$ cat src/rtl/prq_pkg.sv
// Shared types and default widths for the pixel reorder queue.
// prq_entry_t is the entry layout (colour, x, y) at the default widths.
package prq_pkg;

  localparam int PRQ_DATA_WIDTH = 32;
  localparam int PRQ_RBG_SIZE   = 24;
  localparam int PRQ_DEPTH      = 8;

  typedef struct packed {
    logic [PRQ_RBG_SIZE-1:0]   colour;
    logic [PRQ_DATA_WIDTH-1:0] x;
    logic [PRQ_DATA_WIDTH-1:0] y;
  } prq_entry_t;

endpackage

$ cat src/rtl/prq_match_unit.sv
// Coordinate comparator array plus lowest-index priority encoder.
// Build option PRQ_ANY_MATCH_EN: when defined every stored entry may match
// (out-of-order reorder buffer); when undefined only the head entry (index 0)
// is eligible, so a match further back reports no hit (in-order queue).
module prq_match_unit
  import prq_pkg::*;
#(
  parameter int DATA_WIDTH = PRQ_DATA_WIDTH,
  parameter int DEPTH      = PRQ_DEPTH,
  parameter int IDX_W      = $clog2(DEPTH)
) (
  input  logic [DEPTH-1:0]      valid_i,
  input  logic [DATA_WIDTH-1:0] x_i [DEPTH],
  input  logic [DATA_WIDTH-1:0] y_i [DEPTH],
  input  logic [DATA_WIDTH-1:0] xpixel_check,
  input  logic [DATA_WIDTH-1:0] ypixel_check,
  output logic                  hit,
  output logic [IDX_W-1:0]      hit_idx
);

`ifdef PRQ_ANY_MATCH_EN
  localparam logic [DEPTH-1:0] SEARCH_MASK = {DEPTH{1'b1}};
`else
  localparam logic [DEPTH-1:0] SEARCH_MASK = {{(DEPTH-1){1'b0}}, 1'b1};
`endif

  logic [DEPTH-1:0] match_s;

  // Compare the requested coordinate against every valid, searchable entry.
  always_comb begin
    match_s = {DEPTH{1'b0}};
    for (int i = 0; i < DEPTH; i++) begin
      match_s[i] = valid_i[i] && (x_i[i] == xpixel_check) && (y_i[i] == ypixel_check);
    end
    match_s = match_s & SEARCH_MASK;
  end

  // Pick the lowest matching index so the oldest duplicate wins.
  always_comb begin
    hit     = |match_s;
    hit_idx = {IDX_W{1'b0}};
    for (int i = DEPTH - 1; i >= 0; i--) begin
      hit_idx = match_s[i] ? IDX_W'(i) : hit_idx;
    end
  end

endmodule

$ cat src/rtl/pixel_reorder_queue.sv
// Pixel reorder queue: compacted entry storage (index 0 oldest), removal by
// coordinate lookup with shift-down, occupancy count and registered outputs.
// Build option PRQ_ANY_MATCH_EN selects any-entry search (see prq_match_unit).
module pixel_reorder_queue
  import prq_pkg::*;
#(
  parameter int DATA_WIDTH = PRQ_DATA_WIDTH,
  parameter int RBG_SIZE   = PRQ_RBG_SIZE,
  parameter int DEPTH      = PRQ_DEPTH,
  parameter int COUNT_W    = $clog2(DEPTH + 1)
) (
  input  logic                  clk,
  input  logic                  reset,
  input  logic                  in_valid,
  output logic                  in_ready,
  input  logic [RBG_SIZE-1:0]   colour_i,
  input  logic [DATA_WIDTH-1:0] xpixel_i,
  input  logic [DATA_WIDTH-1:0] ypixel_i,
  input  logic                  chk_valid,
  input  logic [DATA_WIDTH-1:0] xpixel_check,
  input  logic [DATA_WIDTH-1:0] ypixel_check,
  output logic [RBG_SIZE-1:0]   colour_o,
  output logic                  out_valid,
  output logic                  out_miss,
  output logic                  full_queue,
  output logic                  empty,
  output logic [COUNT_W-1:0]    count
);

  localparam int                 IDX_W      = $clog2(DEPTH);
  localparam logic [COUNT_W-1:0] COUNT_FULL = COUNT_W'(DEPTH);

  typedef struct packed {
    logic [RBG_SIZE-1:0]   colour;
    logic [DATA_WIDTH-1:0] x;
    logic [DATA_WIDTH-1:0] y;
  } entry_t;

  entry_t                entries_q [DEPTH];
  entry_t                entries_d [DEPTH];
  logic [DEPTH-1:0]      valid_q, valid_d, valid_up_s;
  logic [COUNT_W-1:0]    count_q, count_d, wr_idx_s;
  logic [RBG_SIZE-1:0]   colour_q, colour_d;
  logic                  out_valid_q, out_valid_d;
  logic                  out_miss_q, out_miss_d;
  logic                  push_s, hit_s, match_hit_s;
  logic [IDX_W-1:0]      match_idx_s;
  logic [DATA_WIDTH-1:0] x_s [DEPTH];
  logic [DATA_WIDTH-1:0] y_s [DEPTH];

  // Present stored coordinates to the comparator array.
  always_comb begin
    for (int i = 0; i < DEPTH; i++) begin
      x_s[i] = entries_q[i].x;
      y_s[i] = entries_q[i].y;
    end
  end

  prq_match_unit #(
    .DATA_WIDTH (DATA_WIDTH),
    .DEPTH      (DEPTH),
    .IDX_W      (IDX_W)
  ) u_match (
    .valid_i      (valid_q),
    .x_i          (x_s),
    .y_i          (y_s),
    .xpixel_check (xpixel_check),
    .ypixel_check (ypixel_check),
    .hit          (match_hit_s),
    .hit_idx      (match_idx_s)
  );

  // Full blocks a push even when a same-cycle hit frees a slot.
  assign in_ready = (count_q != COUNT_FULL);
  assign push_s   = in_valid && in_ready;
  assign hit_s    = chk_valid && match_hit_s;

  // Next-state: shift above the hit, append the push after any shift, update count.
  always_comb begin
    valid_up_s = {1'b0, valid_q[DEPTH-1:1]};
    wr_idx_s   = hit_s ? (count_q - COUNT_W'(1)) : count_q;
    valid_d    = valid_q;
    for (int i = 0; i < DEPTH; i++) begin
      if (push_s && (int'(wr_idx_s) == i)) begin
        entries_d[i] = '{colour: colour_i, x: xpixel_i, y: ypixel_i};
        valid_d[i]   = 1'b1;
      end else if (hit_s && (i >= int'(match_idx_s))) begin
        entries_d[i] = entries_q[(i == DEPTH - 1) ? i : i + 1];
        valid_d[i]   = valid_up_s[i];
      end else begin
        entries_d[i] = entries_q[i];
        valid_d[i]   = valid_q[i];
      end
    end

    if (hit_s) begin
      colour_d = entries_q[match_idx_s].colour;
    end else begin
      colour_d = colour_q;
    end
    out_valid_d = hit_s;
    out_miss_d  = chk_valid && !hit_s;

    case ({push_s, hit_s})
      2'b10:   count_d = count_q + COUNT_W'(1);
      2'b01:   count_d = count_q - COUNT_W'(1);
      default: count_d = count_q;
    endcase
  end

  // Control state: valid bits, count and output registers; reset discards any push/request.
  always_ff @(posedge clk) begin
    if (reset) begin
      valid_q     <= {DEPTH{1'b0}};
      count_q     <= {COUNT_W{1'b0}};
      colour_q    <= {RBG_SIZE{1'b0}};
      out_valid_q <= 1'b0;
      out_miss_q  <= 1'b0;
    end else begin
      valid_q     <= valid_d;
      count_q     <= count_d;
      colour_q    <= colour_d;
      out_valid_q <= out_valid_d;
      out_miss_q  <= out_miss_d;
    end
  end

  // Entry payload storage; contents behind cleared valid bits are don't-care.
  always_ff @(posedge clk) begin
    entries_q <= entries_d;
  end

  assign colour_o   = colour_q;
  assign out_valid  = out_valid_q;
  assign out_miss   = out_miss_q;
  assign count      = count_q;
  assign full_queue = (count_q == COUNT_FULL);
  assign empty      = (count_q == {COUNT_W{1'b0}});

endmodule

$ cat config.mk
export PLATFORM = sky130hd
export DESIGN_NAME = pixel_reorder_queue
export DESIGN_NICKNAME = d
export VERILOG_FILES = /design/src/rtl/prq_pkg.sv /design/src/rtl/prq_match_unit.sv /design/src/rtl/pixel_reorder_queue.sv
export SDC_FILE = /design/constraint.sdc
export NUM_CORES = 1
export LEC_CHECK = 0
export BUFFER_PORTS_ARGS = -buffer_cell sky130_fd_sc_hd__buf_2
export CAP_MARGIN = 20
export CORE_UTILIZATION = 50
export DETAILED_ROUTE_END_ITERATION = 7
export GPL_TIMING_DRIVEN = 0
export PLACE_DENSITY = 0.69
export SYNTH_ARGS = -nofsm -noshare
export SYNTH_HDL_FRONTEND = slang
export SYNTH_SLANG_ARGS = --single-unit
$ cat constraint.sdc
create_clock -name clk -period 9.2 [get_ports clk]
set_clock_uncertainty 0.15 [all_clocks]
set_input_delay 0.46 -clock clk [delete_from_list [all_inputs] [get_ports clk]]
set_output_delay 0.46 -clock clk [all_outputs]
set_load 0.005 [all_outputs]
==> impl_metrics.yaml <==
setup_path:
  worstPathArrival_ns: 5.40
  cp_slowest_stage_delay_ns: 0.77
  r2r-start: "entries_q[676]"
  r2r_slack_ns: 3.96
  crit_path_frequent_cell: "nand4_1"
  required_ns: 9.36
  crit_chain: "xnor2_1 -> nand4_1 -> nor4_1 -> nand4_1 -> buf_4 -> o211ai_1 -> mux2_2 -> clkbuf_1 -> buf_2 -> nand2_4 -> buf_16"
  ff2ff_path_depth: 11
  reg2reg_to: "entries_q[386]"
  cp-startpoint: "entries_q[676]"
  worst-path-max-fanout: 45
  crit_slowest_cell: "clkbuf_1"
  crit_type: "register to register"
  cp-start-kind: "register"
  crit_path_end_kind: "register"
final_layout:
  layout-drive-gt1-share_pct: 41.2
  fin_nets: 2257
  area_growth_syn_to_layout_pct: 18.2
  fillers: 4643
synthesis:
  syn_area_per_cell_um2: 18.0
  synth.largest_area_cell: "edfxtp_1"
  synth_top_area_share_pct: 67.6
  synth_flop_cell: "edfxtp_1"
  syn_inst: 1734
  syn_area_mm2: 0.0313
  ys_seq_elements: 742
  ys_seq_area_share_pct: 70.0
  synth_area_leaders: "edfxtp_1 (68%), mux2_2 (18%), mux2_1 (4.0%), dfxtp_1 (2.4%), xnor2_1 (1.1%)"
  yosys_warnings: 0
  async_flop_share_pct: 0
  syn_nets: 1893
  ys_types: 48
  synth_edf_count: 704
power_and_ir_drop:
  vdd_drop_max_mv: 0.169
  p_leak_nw: 12.7
  power_mw: 7.36
  p_per_area_mw_per_mm2: 199
die:
  fp-row-count: 91
  initial_core_util_pct: 50.7
  dieHeight_um: 252
  io_pins: 189
  die_area_mm2: 0.0635
  core-area_mm2: 0.0617
  die_w_um: 252
routing:
  drcViolationCount: 0
  firstDrtPassIters: 5
  ant_nets: 0
  wl_per_cell_um: 22.3
  via_per_inst: 5.46
  wl_met1_um: 29800
  drt_wl_total_um: 67100
  dr_wl_met3_um: 4080
  wl_met2_um: 31500
  via_count: 16400
  routed.top_layer: "met5"
  dr.first_iter.drc_count: 1105
placed_design:
  dpl.hpwl_um: 44300
  gp_congestion: 0.880
  io_buffers: 187
  pre_cts_ws_ns: 3.84
clock_tree:
  cts.clk_slew.worst_paths_ns: 0.06
  cts_setup_buffers: 0
  h-tree-depth: 3
  root_buffer: "clkbuf_16"
  worstSkewPairLatency_ns: 0.62
  cts_sinks: 742
  cts_tree: "done"
  max-clock-path-buffers: 3
  numCtsBuffers: 78
  cts-resized-gates: 0
global_route:
  grt_pass1_wl_um: 101000
  grt_pass1_vias: 16900
  track_usage_pct: 21.4
  grt_antenna_before_repair: 10
  grt_max_degree: 64
  grt_overflow: 0
sta:
  tightestPinTransition_ns: 1.04
  drv_slew: 0
  layout_worst_path_cycle_share_pct: 56.9
  fin_setup_tns_ns: 0
  fin_ws_ns: 3.96
  fin_crit_ns: 5.24
  rsz0062_at_grt: "false"
  timing.fmax_mhz: 191
  hold_viol: 0
  setup_violations: 0
  maxSlewHeadroom_pct: 30.4
hold_path:
  worstHoldStart: "reset"
  hold_path.class: "primary input to register"
  hold_depth: 2
  hold_end: "colour_o[15]"
status:
  status: "complete, no violations"
job:
  maxCapViolations: 0
-- flip-flops by register name, indices dropped and copies added, names as in the netlist --
signal	flops
entries_q	704
colour_o	24
valid_q	8
count	4
out_miss	1
out_valid	1
-- metal layers --
metal | GRT usage [%] | up-vias
met1 | 29.5 | 8288
met3 | 4.81 | 115
met4 | 6.08 | 10
met2 | 34.1 | 418
li1 | - | 7565
met5 | 0 | -
-- kinds of logic after synthesis --
family,after synthesis,share of synthesized area (%)
XOR/XNOR,45,1.26
adder cells (fa/ha/maj),3,0.120
buffers and inverters,95,1.94
AO/OA/AOI/OAI,65,1.44
flip-flops,742,70.0
AND/OR/NAND/NOR,159,2.71
multiplexers,625,22.5
-- power breakdown --
part           switching (mW)  internal [mW]  leakage, nW
sequential             0.0285           3.77         6.70
clock                    1.29           1.82         1.23
combinational           0.249          0.196         4.74
-- how the worst max path moves through the flow --
stage / endpoint / slack, ns / cells past startpoint
floorplan: entries_q[100] / 4.23 / 9
global placement: entries_q[560] / 1.04 / 9
detailed placement: entries_q[384] / 3.84 / 12
CTS: entries_q[392] / 4.03 / 11
global route: entries_q[392] / 3.89 / 11
finish: entries_q[386] / 3.96 / 11
-- layout by cell type, fill, tap and decap left out, drive strengths merged, types with 3 or more instances in the layout --
cell type / n
xor2: 6
mux2i: 7
o22ai: 5
inv: 19
o2111ai: 5
nor3b: 4
diode: 6
dfxtp: 38
nor2: 6
buf: 259
nor3: 6
nand4: 21
xnor2: 39
o21ai: 4
clkinv: 32
dlygate4sd3: 89
nand2b: 26
nand3: 4
a21oi: 39
bufinv: 8
edfxtp: 704
ha: 3
a211oi: 3
clkbuf: 113
mux2: 618
nor4: 11
nor2b: 4
nand2: 66
-- cell usage after synthesis (2+ instances only) --
cell type / instances
nand2_1: 66
nor3b_1: 4
nor2_1: 5
a21oi_1: 39
buf_6: 27
or3_1: 2
nand3b_1: 2
o2111ai_1: 5
and4_1: 2
o221ai_1: 2
mux2_1: 112
a211oi_1: 3
inv_1: 14
xnor2_1: 39
dfxtp_1: 38
nand3_1: 4
nand2b_1: 26
clkbuf_1: 16
nor2b_1: 4
o22ai_4: 3
mux2i_1: 7
o22ai_1: 2
xor2_1: 6
nand4_1: 21
edfxtp_1: 704
o21ai_0: 4
mux2_2: 506
nor4_1: 9
ha_1: 3
buf_2: 36
nor3_1: 6
-- cell type report --
type	count	area, um^2	area share, %
well taps	837	1050	2.83
inverters	15	58.8	0.159
diodes	6	15.0	0.0406
plain buffers	80	552	1.49
multi-input cells	897	8810	23.8
flip-flops and latches	742	21900	59.2
repair buffers	284	2050	5.54
clock inverters	46	484	1.31
clock buffers	97	2040	5.53
-- repair_timing --
action                                 CTS  global route
hold buffers                            89             0
setup endpoints to repair                0             0
endpoints found under the hold margin   89             0
-- critical path: cells and delay by family, from the launching register on --
kind,cells,cell delay (ns)
and+or+nand+nor,4,1.49
AOI/OAI and AO/OA,1,0.25
muxes,1,0.19
DFF,1,0.39
xor gates and xnor gates,1,0.46
buffers and inverters,4,1.91
-- per-stage QoR --
step	util [%]	hold slack (ns)	instance area, um^2	cells
after floorplan	-	0.286	31300	1734
after global placement	53.9	0.285	33300	2758
after detailed placement	54.3	0.292	33500	2766
after CTS	59.9	0.0463	36900	2998
after global routing	59.9	0.0615	37000	2999
final	59.9	0.0852	37000	3004
No activity file was read; power rests on OpenSTA's default activity.
